**config.mk**
```make
export PLATFORM = sky130hd
export DESIGN_NAME = scoreboard_bcd_counter_flat
export DESIGN_NICKNAME = d
export VERILOG_FILES = /design/src/rtl/scoreboard_bcd_counter_if.sv /design/src/rtl/scoreboard_bcd_counter.sv /design/src/flat_wrapper.sv
export SDC_FILE = /design/constraint.sdc
export NUM_CORES = 1
export LEC_CHECK = 0
export BUFFER_PORTS_ARGS = -buffer_cell sky130_fd_sc_hd__buf_4
export CAP_MARGIN = 0
export CORE_AREA = 2 2 53 75
export DETAILED_ROUTE_END_ITERATION = 6
export DIE_AREA = 0 0 55 77
export PLACE_DENSITY = 0.76
export SETUP_SLACK_MARGIN = 0.02
export SLEW_MARGIN = 30
export SYNTH_ARGS = -nofsm -noshare
export SYNTH_HDL_FRONTEND = slang
export SYNTH_SLANG_ARGS = --single-unit
```
**constraint.sdc**
```tcl
create_clock -name i_clk -period 2.2 [get_ports i_clk]
set_input_delay 0.44 -clock i_clk [delete_from_list [all_inputs] [get_ports i_clk]]
set_output_delay 0.44 -clock i_clk [all_outputs]
set_load 0.02 [all_outputs]
```
**src/rtl/scoreboard_bcd_counter_if.sv**
```systemverilog
// Bundle of the score counter's control inputs and display/count outputs.
// Handshake: there is no ready; a rising edge of i_tick while i_en is high is the only "valid", and it is always accepted.
interface scoreboard_bcd_counter_if;
    logic       i_tick;
    logic       i_en;
    logic       i_up;
    logic       i_clr;
    logic [3:0] tens_o;
    logic [3:0] ones_o;
    logic       tc_o;
    logic [3:0] an_o;
    logic [6:0] seg_o;

    modport master (
        output i_tick, i_en, i_up, i_clr,
        input  tens_o, ones_o, tc_o, an_o, seg_o
    );

    modport slave (
        input  i_tick, i_en, i_up, i_clr,
        output tens_o, ones_o, tc_o, an_o, seg_o
    );
endinterface

```
**src/rtl/scoreboard_bcd_counter.sv**
```systemverilog
// Two-digit BCD up/down score counter stepped by tick rising edges,
// with a two-digit time-multiplexed active-low 7-segment driver.
module scoreboard_bcd_counter #(
    parameter int WRAP          = 1,
    parameter int REFRESH_COUNT = 100_000,
    parameter int REFRESH_WIDTH = 17
) (
    input logic                   i_clk,
    input logic                   i_rst,
    scoreboard_bcd_counter_if.slave bus
);

    localparam logic [REFRESH_WIDTH-1:0] REFRESH_LAST = REFRESH_WIDTH'(REFRESH_COUNT - 1);

    logic                     tick_q;
    logic [3:0]               tens;
    logic [3:0]               ones;
    logic                     tc;
    logic [REFRESH_WIDTH-1:0] refresh_cnt;
    logic                     sel;
    logic [6:0]               seg;
    logic                     step;
    logic [3:0]               digit;
    logic [6:0]               seg_next;

    assign step = bus.i_tick & ~tick_q & bus.i_en;

    // Count state; tick_q resets high so a tick already high at release is not an edge.
    always_ff @(posedge i_clk) begin
        if (i_rst) begin
            tick_q <= 1'b1;
            tens   <= 4'd0;
            ones   <= 4'd0;
            tc     <= 1'b0;
        end else begin
            tick_q <= bus.i_tick;
            tc     <= 1'b0;
            if (bus.i_clr) begin
                tens <= 4'd0;
                ones <= 4'd0;
            end else if (step) begin
                if (bus.i_up) begin
                    if (tens == 4'd9 && ones == 4'd9) begin
                        tc <= 1'b1;
                        if (WRAP != 0) begin
                            tens <= 4'd0;
                            ones <= 4'd0;
                        end
                    end else if (ones == 4'd9) begin
                        ones <= 4'd0;
                        tens <= tens + 4'd1;
                    end else begin
                        ones <= ones + 4'd1;
                    end
                end else begin
                    if (tens == 4'd0 && ones == 4'd0) begin
                        tc <= 1'b1;
                        if (WRAP != 0) begin
                            tens <= 4'd9;
                            ones <= 4'd9;
                        end
                    end else if (ones == 4'd0) begin
                        ones <= 4'd9;
                        tens <= tens - 4'd1;
                    end else begin
                        ones <= ones - 4'd1;
                    end
                end
            end
        end
    end

    always_comb begin
        digit = sel ? tens : ones;
        case (digit)
            4'd0:    seg_next = 7'b1000000;
            4'd1:    seg_next = 7'b1111001;
            4'd2:    seg_next = 7'b0100100;
            4'd3:    seg_next = 7'b0110000;
            4'd4:    seg_next = 7'b0011001;
            4'd5:    seg_next = 7'b0010010;
            4'd6:    seg_next = 7'b0000010;
            4'd7:    seg_next = 7'b1111000;
            4'd8:    seg_next = 7'b0000000;
            4'd9:    seg_next = 7'b0010000;
            default: seg_next = 7'b1111111;
        endcase
    end

    // Display refresh runs freely; enable and clear do not touch it.
    always_ff @(posedge i_clk) begin
        if (i_rst) begin
            refresh_cnt <= '0;
            sel         <= 1'b0;
            seg         <= 7'b1000000;
        end else begin
            seg <= seg_next;
            if (refresh_cnt == REFRESH_LAST) begin
                refresh_cnt <= '0;
                sel         <= ~sel;
            end else begin
                refresh_cnt <= refresh_cnt + 1'b1;
            end
        end
    end

    assign bus.tens_o = tens;
    assign bus.ones_o = ones;
    assign bus.tc_o   = tc;
    assign bus.an_o   = sel ? 4'b1101 : 4'b1110;
    assign bus.seg_o  = seg;

endmodule
```
**src/flat_wrapper.sv**
```systemverilog
// flat-port wrapper written by rule: the top's interface ports become plain ports
module scoreboard_bcd_counter_flat 
#(
    parameter int WRAP          = 1,
    parameter int REFRESH_COUNT = 100_000,
    parameter int REFRESH_WIDTH = 17
)
  (i_clk, i_rst, bus_i_tick, bus_i_en, bus_i_up, bus_i_clr, bus_tens_o, bus_ones_o, bus_tc_o, bus_an_o, bus_seg_o);
  scoreboard_bcd_counter_if bus_i ();
  input logic i_clk;
  input logic i_rst;
  input wire logic [$bits(bus_i.i_tick)-1:0] bus_i_tick;
  input wire logic [$bits(bus_i.i_en)-1:0] bus_i_en;
  input wire logic [$bits(bus_i.i_up)-1:0] bus_i_up;
  input wire logic [$bits(bus_i.i_clr)-1:0] bus_i_clr;
  output wire logic [$bits(bus_i.tens_o)-1:0] bus_tens_o;
  output wire logic [$bits(bus_i.ones_o)-1:0] bus_ones_o;
  output wire logic [$bits(bus_i.tc_o)-1:0] bus_tc_o;
  output wire logic [$bits(bus_i.an_o)-1:0] bus_an_o;
  output wire logic [$bits(bus_i.seg_o)-1:0] bus_seg_o;
  assign bus_i.i_tick = bus_i_tick;
  assign bus_i.i_en = bus_i_en;
  assign bus_i.i_up = bus_i_up;
  assign bus_i.i_clr = bus_i_clr;
  assign bus_tens_o = bus_i.tens_o;
  assign bus_ones_o = bus_i.ones_o;
  assign bus_tc_o = bus_i.tc_o;
  assign bus_an_o = bus_i.an_o;
  assign bus_seg_o = bus_i.seg_o;
  scoreboard_bcd_counter #(.WRAP(WRAP), .REFRESH_COUNT(REFRESH_COUNT), .REFRESH_WIDTH(REFRESH_WIDTH)) u_core (.i_clk(i_clk), .i_rst(i_rst), .bus(bus_i));
endmodule
```
# Word level (Yosys, flattened, before mapping)
# Memories as Yosys holds them, arrays and structs flattened. A register that Yosys moved wholly into a read port is not among the register bits.
# Cells that the tools add are included.
# classes
add_sub_neg	5
n_eq_ne	4
n_mux	15
n_bitwise	5
reduce_logical	9
# op_table
operator	count
two-way mux 4 bit	11
adder 17 x 1 -> 17 bit (second input constant)	1
== test 17 bit (second input constant)	1
adder 4 x 1 -> 4 bit (second input constant)	2
== test 4 bit (second input constant)	2
zero test 4 bit	2
subtractor 4 x 1 -> 4 bit (second input constant)	2
OR reduction 2 bit	2
two-way mux 1 bit	3
inequality test 3 x 1 -> 1 bit (second input constant)	1
inverter 1 bit	3
AND reduction 3 bit	1
nonzero test 3 bit	1
OR reduction 3 bit	1
bitwise AND 1 bit	2
logical AND 1 bit	2
two-way mux 2 bit	1
# word_totals
reg_bits	28
mem_bits_ro	112
out_inout_bits	20
memories	1
# memory_table
memory	depth	word_bits	rd	rd_ports_with_merged_regs	write_ports	line_no	text
(no name shown)	16	7	1	1	0	scoreboard_bcd_counter.sv:75	case (digit)

# Depth between registers and ports, before layout
# logic_depth
depth_word	5
mapped_depth	8
depth_no_buf	7

# Least setup slack after synthesis
# No wires, ideal clock.
# synth_path
path_kind	reg2reg
start	register u_core.ones[0] (netlist: u_core.bus.ones_o[0])
end	register u_core.tens[2] (netlist: u_core.bus.tens_o[2])
setup_ns	0.125
arrival_ns	1.696
slack_ns	0.379
path_stages_with_launch	7
path_buffers	0
synth_period_minus_slack_ns	1.821
path_cell_list	dfxtp_1 inv_1 ha_1 or3b_4 a211o_1 o211ai_1 o31ai_1
# synth_between
elab_chain_cells	4
elab_cells_between_ends	10
classes_between	2 x eq/ne; 3 x mux; 5 x reduce/logical
# synth_lines
element	line_no	text
start, declared	scoreboard_bcd_counter.sv:17	logic [3:0] ones;
start signal, assigned	scoreboard_bcd_counter.sv:53	ones <= ones + 4'd1;
start signal, assigned	scoreboard_bcd_counter.sv:66	ones <= ones - 4'd1;
== test 4 bit / zero test 4 bit (equally long branches)	-	
logical AND 1 bit (on tied branches)	scoreboard_bcd_counter.sv:43, scoreboard_bcd_counter.sv:56	
inequality test 3 x 1 -> 1 bit (no line) (tied with other cells)	-	
AND reduction 3 bit (no line) / two-way mux 4 bit (equally long branches)	-	
end signal, assigned	scoreboard_bcd_counter.sv:51	tens <= tens + 4'd1;
end signal, assigned	scoreboard_bcd_counter.sv:64	tens <= tens - 4'd1;
end, declared	scoreboard_bcd_counter.sv:16	logic [3:0] tens;
# Parallel ways exist; a longest one is shown, timed or not.
# A chain may end at the register's enable or synchronous reset.

# Worst setup path after layout
# layout_path
start	register u_core.ones[0] (netlist: u_core.bus.ones_o[0])
end	register u_core.seg[4] (netlist: u_core.bus.seg_o[4])
# layout_between
elab_chain_cells	1
# layout_lines
element	line_no	text
two-way mux 4 bit	scoreboard_bcd_counter.sv:74	digit = sel ? tens : ones;
end, declared	scoreboard_bcd_counter.sv:21	logic [6:0] seg;
# No other way between the ends.

==> load_flow_metrics.sql <==
INSERT INTO impl_metrics (metric_group, metric, value, unit) VALUES
('outcome', 'status', 'finished clean', ''),
('yosys', 'seq_area_frac_synth', '35.8', '%'),
('critical_path', 'r2r-start', 'u_core.bus.ones_o[0]', ''),
('route', 'detailed_router_s_first_iteration_violation_count', '23', ''),
('place', 'dpl-instance-area', '2120', 'um^2'),
('cells_and_area', 'final_core_utilization', '61.5', '%'),
('yosys', 'synth-seq-cells', '35', ''),
('clock_tree', 'cts.sinks', '35', ''),
('clock_tree', 'cts_tree', 'built', ''),
('yosys', 'synthesis.instances', '227', ''),
('clock_tree', 'hold_buffer_count_at_cts', '0', ''),
('sta', 'report.final.setup_viol', '0', ''),
('sta', 'hold_slack', '356', 'ps'),
('clock_tree', 'clock_insertion_delay_worst_skew', '280', 'ps'),
('clock_tree', 'postCtsSetupBuffers', '0', ''),
('floorplan', 'floorplan.die.height', '77', 'um'),
('critical_path', 'critical_path_peak_fanout', '9', ''),
('route', 'routed_wire_length', '3.91', 'mm'),
('yosys', 'netlist_top_cells_area', 'sky130_fd_sc_hd__dfxtp_1 (36%), sky130_fd_sc_hd__ha_1 (7.7%), sky130_fd_sc_hd__nor2_1 (5.2%), sky130_fd_sc_hd__a21oi_1 (3.6%), sky130_fd_sc_hd__xnor2_1 (3.6%)', ''),
('route', 'drcViolationCount', '0', ''),
('power', 'seq_power_share', '55.3', '%'),
('sta', 'setup-tns-final', '0', 'ps'),
('place', 'numPortBuffers', '23', ''),
('yosys', 'synth.lib_cells_used.distinct', '54', ''),
('cells_and_area', 'drive_above_1_share', '16.1', '%'),
('yosys', 'ys_warn_count', '0', ''),
('floorplan', 'boundary_pins', '26', ''),
('global_routing', 'grt_first_pass_wirelength', '6.65', 'mm'),
('global_routing', 'maximum_number_of_pins_on_one_net_before_global_route_repair', '18', ''),
('cells_and_area', 'postLayoutCellArea', '2200', 'um^2'),
('floorplan', 'die_w', '55', 'um'),
('worst_hold_path', 'holdCritPathClass', 'in -> reg', ''),
('route', 'routed_via_density', '5.76', ''),
('clock_tree', 'cts.root.buffer_cell', 'sky130_fd_sc_hd__clkbuf_8', ''),
('power', 'power.density_cell_area', '533', 'nW/um^2'),
('power', 'internal_power', '0.896', 'mW'),
('clock_tree', 'cts-buffers-inserted', '5', ''),
('floorplan', 'std_cell_rows', '26', ''),
('global_routing', 'groute.usage.overall', '21.0', '%'),
('yosys', 'synthDominantCellAreaShare', '35.8', '%'),
('sta', 'finalWorstPathRequiredPeriod', '1910', 'ps'),
('route', 'drt-wirelength-per-cell', '13.5', 'um'),
('clock_tree', 'cts_repair_resize_count', '0', ''),
('power', 'power.share.clock', '37.8', '%'),
('power', 'net-switching-power', '0.279', 'mW'),
('yosys', 'synth_largest_area_cell', 'sky130_fd_sc_hd__dfxtp_1', ''),
('power', 'power.static_leakage', '0.834', 'nW'),
('yosys', 'ys_async_sr_fraction', '0', '%'),
('sta', 'max_frequency', '524', 'MHz'),
('critical_path', 'worstPathArrival', '2090', 'ps'),
('cells_and_area', 'n_antenna_cell', '0', ''),
('yosys', 'synthMostInstantiatedCell', 'sky130_fd_sc_hd__dfxtp_1', ''),
('flow_run', 'number_of_max_cap_violations', '0', ''),
('critical_path', 'crit_end_category', 'register', ''),
('global_routing', 'number_of_antenna_violations_at_the_first_check_in_global_routing', '0', ''),
('sta', 'final_min_period_over_clock_period', '86.8', '%'),
('critical_path', 'capturing_instance_or_port_of_the_critical_path', 'u_core.bus.seg_o[4]', ''),
('sta', 'timing_worst_slew_pin_value', '518', 'ps'),
('power', 'comb_power_share', '6.9', '%'),
('sta', 'rsz0062_at_grt', 'false', ''),
('clock_tree', 'htree_num_levels', '2', ''),
('critical_path', 'critPathKind', 'reg -> reg', ''),
('sta', 'report.final.hold_viol_count', '0', ''),
('sta', 'timing.clock.skew', '4.58', 'ps'),
('cells_and_area', 'layout-area-overhead-vs-synth', '12.5', '%'),
('yosys', 'synthesis.area', '1960', 'um^2'),
('route', 'dr.pass1.iters', '4', ''),
('global_routing', 'grt-ovfl-total', '0', ''),
('route', 'detailroute.via_count', '1669', ''),
('power', 'vdd_ir_drop_max', '566', 'uV'),
('sta', 'headroom_to_the_max_slew_limit', '65.4', '%');
## how the worst min path moves through the flow
stage | depth (start not counted) | to | startpoint | slack, ps
floorplan | 1 | u_core.refresh_cnt[0] | u_core.refresh_cnt[0] | 430
global placement | 1 | u_core.refresh_cnt[0] | u_core.refresh_cnt[0] | 450
detailed placement | 1 | u_core.refresh_cnt[0] | u_core.refresh_cnt[0] | 470
CTS | 2 | u_core.tick_q | bus_i_tick | 350
global route | 2 | u_core.tick_q | bus_i_tick | 340
finish | 2 | u_core.tick_q | bus_i_tick | 360
## stage by stage
| stage | instances | setup WS [ps] | power [mW] |
|---|---|---|---|
| after floorplan | 228 | 379 | 0.723 |
| after global placement | 282 | 369 | 0.742 |
| after detailed placement | 282 | 335 | 0.744 |
| after CTS | 290 | 327 | 1.18 |
| after global routing | 290 | 35.3 | 1.22 |
| final | 290 | 290 | 1.17 |
## cells by family (layout without fill, tap and decap cells)
group / count (synthesis) / after routing / share of synthesized area [%]
buffers and inverters: 23 / 43 / 6.01
muxes: 7 / 7 / 3.71
AOI/OAI and AO/OA: 45 / 45 / 15.9
xor gates and xnor gates: 14 / 14 / 6.27
DFF: 35 / 35 / 35.8
and+or+nand+nor: 90 / 90 / 24.5
adders and majority gates: 12 / 12 / 7.67
other: 1 / 2 / 0.192
## power groups by stage
stage / Sequential (mW) / Clock [mW] / Combinational (mW)
2_1_floorplan: 0.665 / 0 / 0.0574
3_3_place_gp: 0.663 / 0 / 0.0786
3_5_place_dp: 0.664 / 0 / 0.0800
4_1_cts: 0.649 / 0.454 / 0.0805
5_1_grt: 0.651 / 0.479 / 0.0879
6_report: 0.649 / 0.444 / 0.0807
## routing by layer
layer	track usage [%]	part of all wire, %	up-vias	wire length (um)
li1	-	-	845	-
met5	0	0	-	0
met2	33.9	50	32	1970
met4	8.05	1.5	0	57
met3	5.25	3.6	5	139
met1	25.8	45	787	1740
## sequential cells by signal, indices dropped and copies added, names as in the netlist
signal and count:
u_core.refresh_cnt 17, u_core.bus.seg_o 7, u_core.bus.ones_o 4, u_core.bus.tens_o 4, u_core.bus.tc_o 1, u_core.sel 1
u_core.tick_q 1
## cells in the final DEF, fill, tap and decap left out, types with 2 or more instances in the layout
| master | count |
|---|---|
| sky130_fd_sc_hd__nand2_1 | 18 |
| sky130_fd_sc_hd__xor2_1 | 6 |
| sky130_fd_sc_hd__o32ai_1 | 2 |
| sky130_fd_sc_hd__nor4bb_1 | 3 |
| sky130_fd_sc_hd__nand3_1 | 12 |
| sky130_fd_sc_hd__and4_1 | 3 |
| sky130_fd_sc_hd__and3b_1 | 2 |
| sky130_fd_sc_hd__a21oi_1 | 14 |
| sky130_fd_sc_hd__or2_2 | 2 |
| sky130_fd_sc_hd__nand4_1 | 4 |
| sky130_fd_sc_hd__nor2_1 | 27 |
| sky130_fd_sc_hd__clkbuf_1 | 2 |
| sky130_fd_sc_hd__xnor2_1 | 8 |
| sky130_fd_sc_hd__conb_1 | 2 |
| sky130_fd_sc_hd__buf_4 | 25 |
| sky130_fd_sc_hd__nor4_1 | 2 |
| sky130_fd_sc_hd__o21ai_0 | 6 |
| sky130_fd_sc_hd__dfxtp_1 | 35 |
| sky130_fd_sc_hd__o31ai_1 | 2 |
| sky130_fd_sc_hd__or4_1 | 2 |
| sky130_fd_sc_hd__nor3_1 | 3 |
| sky130_fd_sc_hd__clkbuf_8 | 5 |
| sky130_fd_sc_hd__mux2_2 | 2 |
| sky130_fd_sc_hd__a31oi_1 | 2 |
| sky130_fd_sc_hd__a211oi_1 | 5 |
| sky130_fd_sc_hd__nor4b_1 | 2 |
| sky130_fd_sc_hd__o21a_1 | 2 |
| sky130_fd_sc_hd__mux2i_1 | 5 |
| sky130_fd_sc_hd__ha_1 | 12 |
| sky130_fd_sc_hd__inv_1 | 10 |
## worst max-delay path, cell delays in order (launching register included)
cell and delay [ps]:
sky130_fd_sc_hd__dfxtp_1 490, sky130_fd_sc_hd__inv_1 110, sky130_fd_sc_hd__o21ai_0 390, sky130_fd_sc_hd__inv_1 160
sky130_fd_sc_hd__ha_1 230, sky130_fd_sc_hd__nand2_1 60, sky130_fd_sc_hd__o21ai_0 90, sky130_fd_sc_hd__a221oi_1 280
## cell type report
cell class              instances  area (um^2)  share of cell area (%)
flip-flops and latches         35          701                    31.8
well taps                      42         52.6                    2.39
multi-input cells             170         1140                    51.9
repair buffers                 25          188                    8.52
inverters                      10         37.5                    1.70
clock inverters                 1         5.00                   0.227
clock buffers                   7         76.3                    3.47
Note: power is estimated with default switching activity, not from simulation.
